### config.mk
export PLATFORM = sky130hd
export DESIGN_NAME = dot_product_accumulator
export DESIGN_NICKNAME = d
export VERILOG_FILES = /design/src/rtl/dot_product_accumulator_pkg.sv /design/src/rtl/dot_product_accumulator_sat_add.sv /design/src/rtl/dot_product_accumulator.sv
export SDC_FILE = /design/constraint.sdc
export NUM_CORES = 1
export LEC_CHECK = 0
export BUFFER_PORTS_ARGS = -buffer_cell sky130_fd_sc_hd__buf_4
export CAP_MARGIN = 30
export CORE_MARGIN = 4
export CORE_UTILIZATION = 30
export CTS_BUF_LIST = sky130_fd_sc_hd__clkbuf_16
export DETAILED_ROUTE_END_ITERATION = 10
export PLACE_DENSITY_LB_ADDON = 0.15
export SETUP_SLACK_MARGIN = 0.15
export SYNTH_ARGS = -nofsm -noshare
export SYNTH_HDL_FRONTEND = slang
export SYNTH_HIERARCHICAL = 1
export SYNTH_SLANG_ARGS = --single-unit
### constraint.sdc
create_clock -name clk -period 4.6 [get_ports clk]
set_input_delay 0.69 -clock clk [delete_from_list [all_inputs] [get_ports clk]]
set_output_delay 0.69 -clock clk [all_outputs]
set_load 0.05 [all_outputs]
### src/rtl/dot_product_accumulator_pkg.sv
// Shared types and constants for the dot-product accumulator and its saturating adder.
package dot_product_accumulator_pkg;

    typedef enum logic [1:0] {
        StIdle  = 2'd0,
        StAccum = 2'd1,
        StDone  = 2'd2
    } state_e;

    localparam int unsigned DefWidth    = 16;
    localparam int unsigned DefVecLen   = 8;
    localparam int unsigned DefAccWidth = 40;

    // Results are 128 bits wide; callers truncate to their accumulator width.
    function automatic logic [127:0] acc_max(input int unsigned w);
        return (128'd1 << (w - 1)) - 128'd1;
    endfunction

    function automatic logic [127:0] acc_min(input int unsigned w);
        return ~acc_max(w);
    endfunction

endpackage

### src/rtl/dot_product_accumulator_sat_add.sv
// Combinational signed adder that clamps to the representable range on overflow.
module sat_add_signed
    import dot_product_accumulator_pkg::*;
#(
    parameter int unsigned ACC_WIDTH = DefAccWidth
) (
    input  logic [ACC_WIDTH-1:0] a_i,
    input  logic [ACC_WIDTH-1:0] b_i,
    output logic [ACC_WIDTH-1:0] sum_o,
    output logic                 ovf_o
);

    localparam logic [ACC_WIDTH-1:0] AccMax = ACC_WIDTH'(acc_max(ACC_WIDTH));
    localparam logic [ACC_WIDTH-1:0] AccMin = ACC_WIDTH'(acc_min(ACC_WIDTH));

    logic [ACC_WIDTH-1:0] sum_raw;

    always_comb begin
        sum_raw = a_i + b_i;
        // Overflow only when both operands share a sign that the sum does not.
        ovf_o   = (a_i[ACC_WIDTH-1] == b_i[ACC_WIDTH-1]) &&
                  (sum_raw[ACC_WIDTH-1] != a_i[ACC_WIDTH-1]);
        sum_o   = sum_raw;
        if (ovf_o) begin
            sum_o = a_i[ACC_WIDTH-1] ? AccMin : AccMax;
        end
    end

endmodule

### src/rtl/dot_product_accumulator.sv
// Accumulates VEC_LEN signed products behind an input register stage and presents the
// saturated dot product under a valid/ready handshake.
module dot_product_accumulator
    import dot_product_accumulator_pkg::*;
#(
    parameter int unsigned WIDTH     = DefWidth,
    parameter int unsigned VEC_LEN   = DefVecLen,
    parameter int unsigned ACC_WIDTH = DefAccWidth
) (
    input  logic                 clk,
    input  logic                 rst,
    input  logic                 clear,
    input  logic [2*WIDTH-1:0]   prod_in,
    input  logic                 prod_valid,
    output logic                 prod_ready,
    output logic [ACC_WIDTH-1:0] acc_out,
    output logic                 acc_valid,
    input  logic                 acc_ready,
    output logic                 acc_ovf
);

    localparam int unsigned     CntW    = $clog2(VEC_LEN + 1);
    localparam logic [CntW-1:0] LastCnt = CntW'(VEC_LEN - 1);
    localparam logic [CntW-1:0] FullCnt = CntW'(VEC_LEN);

    state_e state_q, state_d;

    logic [CntW-1:0]      count_q, count_d;
    logic                 pipe_valid_q, pipe_valid_d;
    logic                 pipe_last_q, pipe_last_d;
    logic [2*WIDTH-1:0]   pipe_prod_q, pipe_prod_d;
    logic [ACC_WIDTH-1:0] acc_q, acc_d;
    logic                 ovf_q, ovf_d;

    logic                 accept;
    logic                 res_accept;
    logic [ACC_WIDTH-1:0] prod_ext;
    logic [ACC_WIDTH-1:0] sum;
    logic                 sum_ovf;

    assign accept     = prod_valid & prod_ready;
    assign res_accept = acc_valid & acc_ready;
    assign prod_ext   = ACC_WIDTH'($signed(pipe_prod_q));

    sat_add_signed #(
        .ACC_WIDTH(ACC_WIDTH)
    ) u_sat_add (
        .a_i  (acc_q),
        .b_i  (prod_ext),
        .sum_o(sum),
        .ovf_o(sum_ovf)
    );

    // FSM: state register
    always_ff @(posedge clk) begin
        if (rst) begin
            state_q <= StIdle;
        end else begin
            state_q <= state_d;
        end
    end

    // FSM: next state
    always_comb begin
        state_d = state_q;
        if (clear) begin
            state_d = StIdle;
        end else begin
            unique case (state_q)
                StIdle:  if (accept) state_d = StAccum;
                StAccum: if (pipe_valid_q && pipe_last_q) state_d = StDone;
                StDone:  if (res_accept) state_d = StIdle;
                default: state_d = StIdle;
            endcase
        end
    end

    // FSM: outputs
    always_comb begin
        prod_ready = 1'b0;
        acc_valid  = 1'b0;
        unique case (state_q)
            StIdle, StAccum: prod_ready = !rst && !clear && (count_q < FullCnt);
            StDone:          acc_valid  = 1'b1;
            default:         ;
        endcase
    end

    // Datapath next state: input register stage followed by the accumulate stage.
    always_comb begin
        count_d      = count_q;
        pipe_valid_d = 1'b0;
        pipe_last_d  = pipe_last_q;
        pipe_prod_d  = pipe_prod_q;
        acc_d        = acc_q;
        ovf_d        = ovf_q;
        if (clear) begin
            count_d = '0;
            acc_d   = '0;
            ovf_d   = 1'b0;
        end else begin
            if (accept) begin
                pipe_valid_d = 1'b1;
                pipe_prod_d  = prod_in;
                pipe_last_d  = (count_q == LastCnt);
                count_d      = count_q + CntW'(1);
            end
            if (pipe_valid_q) begin
                acc_d = sum;
                ovf_d = ovf_q | sum_ovf;
            end
            if (res_accept) begin
                count_d = '0;
                acc_d   = '0;
                ovf_d   = 1'b0;
            end
        end
    end

    always_ff @(posedge clk) begin
        if (rst) begin
            count_q      <= '0;
            pipe_valid_q <= 1'b0;
            pipe_last_q  <= 1'b0;
            pipe_prod_q  <= '0;
            acc_q        <= '0;
            ovf_q        <= 1'b0;
        end else begin
            count_q      <= count_d;
            pipe_valid_q <= pipe_valid_d;
            pipe_last_q  <= pipe_last_d;
            pipe_prod_q  <= pipe_prod_d;
            acc_q        <= acc_d;
            ovf_q        <= ovf_d;
        end
    end

    assign acc_out = acc_q;
    assign acc_ovf = ovf_q;

endmodule

==> implementation parameters <==
Parameter                              Value

Run status
  Status ... complete, no violations

Yosys
  Mean cell area of the mapped netlist ... 8.05 um^2
  Cell types with the largest area share after synthesis ... sky130_fd_sc_hd__dfxtp_1, sky130_fd_sc_hd__ha_1, sky130_fd_sc_hd__o21ai_0, sky130_fd_sc_hd__mux2i_1, sky130_fd_sc_hd__a21oi_1
  Synthesized-area fraction occupied by xor and xnor cells ... 0.0494
  Syn. warnings ... 6
  Part of the Yosys area used for sequential elements ... 0.295
  Adder-cell share of the synthesized area ... 0.0946
  Total nets after synthesis ... 761
  Top flip-flop cell by instance count after synthesis ... sky130_fd_sc_hd__dfxtp_1
  Cell area after synthesis ... 5500 um^2
  Number of synthesized flops with an enable pin ... 0
  Complex-gate fraction of the synthesized area ... 0.260
  Number of synthesized register bits ... 81
  Post-synthesis instance total ... 683
  Multiplexer share of the synthesized area ... 0.0746
  Async set-reset flop share out of synthesis ... 0
  Top-area cell type share of the netlist area ... 0.295
  Simple logic cell fraction of the synthesized area ... 0.177
  Main combinational cell family by area after synthesis ... compound AO/OA/AOI/OAI gates
  Library cell with the largest summed area after synthesis ... sky130_fd_sc_hd__dfxtp_1
  Number of different library cells in the post-synthesis netlist ... 70

Final layout
  Share of the core filled with cells in the final layout ... 0.361
  Fraction of final layout cells with drive strength greater than 1 ... 0.167
  Synth-to-Final Area Change ... 18.4%
  Final standard cell area without fillers ... 6520 um^2
  Non-filler cells, final ... 970
  Number of antenna diodes ... 0
  Net count reported at finish ... 814
  Leading cell type in the layout, fill and taps excluded ... sky130_fd_sc_hd__o21ai_0
  Final-layout fill cell count ... 1,950
  Most frequent cells in the layout ... sky130_fd_sc_hd__o21ai_0, sky130_fd_sc_hd__buf_4, sky130_fd_sc_hd__dfxtp_1

Clock tree
  # Post-CTS Setup Buffers ... 0
  Root buffer cell ... sky130_fd_sc_hd__clkbuf_16
  Max clock buf depth ... 2
  TritonCTS clock tree ... built
  H-tree lvl count ... 3
  Clock insertion delay at the later pin of the skew report ... 350 ps
  Clock Sink Count ... 81
  Number of hold buffers added after cts ... 0
  CTS clk-pin slew, worst paths ... 60 ps
  Cts repair resizes ... 0
  CTS Buf Count ... 9

STA
  Number of pins exceeding their max-slew limit in the final report ... 0
  Worst-case headroom to the max-slew limit ... 0.520
  Actual slew at the worst max-slew pin ... 720 ps
  Minimum hold slack ... 479 ps
  Worst Skew ... 9.73 ps
  Final hold viol count ... 0
  Final sum of negative setup slack ... 0 ps
  Final Cycle Share ... 0.745
  Setup repair after global routing missed its margin ... false
  Final period demand of the worst path ... 3430 ps
  Setup violators final ... 0
  Peak Freq ... 292 MHz

Power and ir drop
  Leakage power ... 2.64 nW
  Switching part of the total power ... 0.250
  Switch Pwr ... 0.399 mW
  Clock group share of total power ... 0.457
  Int Power ... 1.20 mW
  Cell area power density ... 245 nW/um^2
  VDD IR max ... 0.000164 V
  Reg power frac ... 0.452
  Combinational share of power ... 0.091

Global routing
  Total GRT Usage ... 0.153
  Gr ovfl total ... 0
  Number of antenna violations at the first check in global routing ... 0
  First-pass GRT wire length ... 25,700 um
  Via count of the first global-routing pass ... 5,011
  Pin count of the biggest net entering global routing ... 45

Place
  Placed Instance Area ... 6210 um^2
  Port buffer count ... 79
  Placed cells ... 954
  Weighted congestion reported at the end of routability-driven placement ... 0.930
  Detail Placement HPWL ... 11,200 um

Setup path
  Endpoint type of the worst setup path ... flip-flop
  Critical path fanouts, max ... 40
  Startpoint Class ... flip-flop
  Worst Path Class, Setup ... flip-flop to flip-flop
  CP arrival ... 3640 ps
  R2R depth ... 11
  Data required, critical path ... 4820 ps

Route
  Post-DR vias/cell ... 5.29
  DRC violation count after routing ... 0
  Vias post-DR ... 5,136
  Total routed wirelength ... 15,300 um
  Antenna violation net count after detailed routing ... 0
  Length of the first detailed-routing pass in iterations ... 5
  Number of DRC markers in iteration 0 ... 402
  Routed WL per cell ... 15.8 um

Floorplan
  Die Width ... 143 um
  Core area ... 18,000 um^2
  Vertical die dimension ... 143 um
  Initial core utilization ... 0.305
  # IOs ... 80
  Placement row count ... 49
  Die footprint ... 20,600 um^2

Min path
  Type of the tightest min-delay check ... flip-flop to flip-flop
  Count of cells along the worst hold path ... 2

Flow run
  Max-capacitance violation count ... 0
state kept, by name, summed over array words and instances, names as in the netlist:
| signal | flops |
|---|---|
| state_q | 2 |
| pipe_last_q | 1 |
| acc_out | 40 |
| pipe_valid_q | 1 |
| count_q | 4 |
| acc_ovf | 1 |
| pipe_prod_q | 32 |
power by group through the flow:
stage,logic [mW],clock network (mW),registers (mW)
6_report,0.145,0.730,0.721
5_1_grt,0.161,0.795,0.723
4_1_cts,0.147,0.758,0.721
3_5_place_dp,0.146,0,0.737
3_3_place_gp,0.143,0,0.737
2_1_floorplan,0.0936,0,0.738
routing by layer:
metal  global-route usage  vias up  wire [um]
li1                     -     2582          -
met1                0.206     2424       7500
met2                0.243      115       6910
met3               0.0286       15        606
met4               0.0580        0        278
met5                    0        -          0
layout make-up:
class,instances,area [um^2],share of cell area
repair buffers,83,643,0.0987
well taps,229,287,0.0440
inverters,15,56.3,0.00864
flip-flops and latches,81,1620,0.249
multi-input cells,546,3600,0.553
clock buffers,9,225,0.0346
clock inverters,7,77.6,0.0119
kinds of logic (layout without fill, tap and decap cells):
family          Yosys count  in the layout
xor+xnor                 31             31
mux                      41             41
compound gates          234            234
buf+inv                  56            114
fa+ha+maj                41             41
flops                    81             81
simple gates            199            199
cell usage after synthesis, drive strengths merged, types with 6 or more instances:
cell    number
o21ai       89
a21oi       82
dfxtp       81
nor2        66
mux2i       41
nand3       41
ha          40
nand2       39
clkbuf      26
xor2        17
buf         15
inv         14
xnor2       14
a21o        11
nand4       10
a31oi        8
o211ai       8
and3         7
nor3         7
o21a         7
o21bai       6
o31ai        6
metrics by stage:
step / power [mW] / setup slack, ps
after detailed placement: 0.883 / 1190
after CTS: 1.63 / 1170
after global placement: 0.880 / 1270
after floorplan: 0.831 / 1460
after global routing: 1.68 / 838
final: 1.60 / 1170
critical path, cell delays in order, from the launching register on:
cell                      delay, ps
sky130_fd_sc_hd__dfxtp_1        590
sky130_fd_sc_hd__ha_1           380
sky130_fd_sc_hd__a21oi_2        270
sky130_fd_sc_hd__o21a_1         170
sky130_fd_sc_hd__o21ai_1         60
sky130_fd_sc_hd__a21o_1         180
sky130_fd_sc_hd__a21oi_1        320
sky130_fd_sc_hd__a211o_2        600
sky130_fd_sc_hd__o21ai_0        160
sky130_fd_sc_hd__or3b_1         370
sky130_fd_sc_hd__mux2i_1        140
sky130_fd_sc_hd__nor2_1          50
worst paths after layout:
| path | start | end | slack, ps |
|---|---|---|---|
| worst max-delay path | pipe_prod_q[31] | acc_out[38] | 1170 |
| worst max register to register | pipe_prod_q[31] | acc_out[38] | 1170 |
| worst min register to register | pipe_prod_q[18] | pipe_prod_q[18] | 480 |
| worst min-delay path | pipe_prod_q[18] | pipe_prod_q[18] | 480 |
No activity file was read; power rests on OpenSTA's default activity.
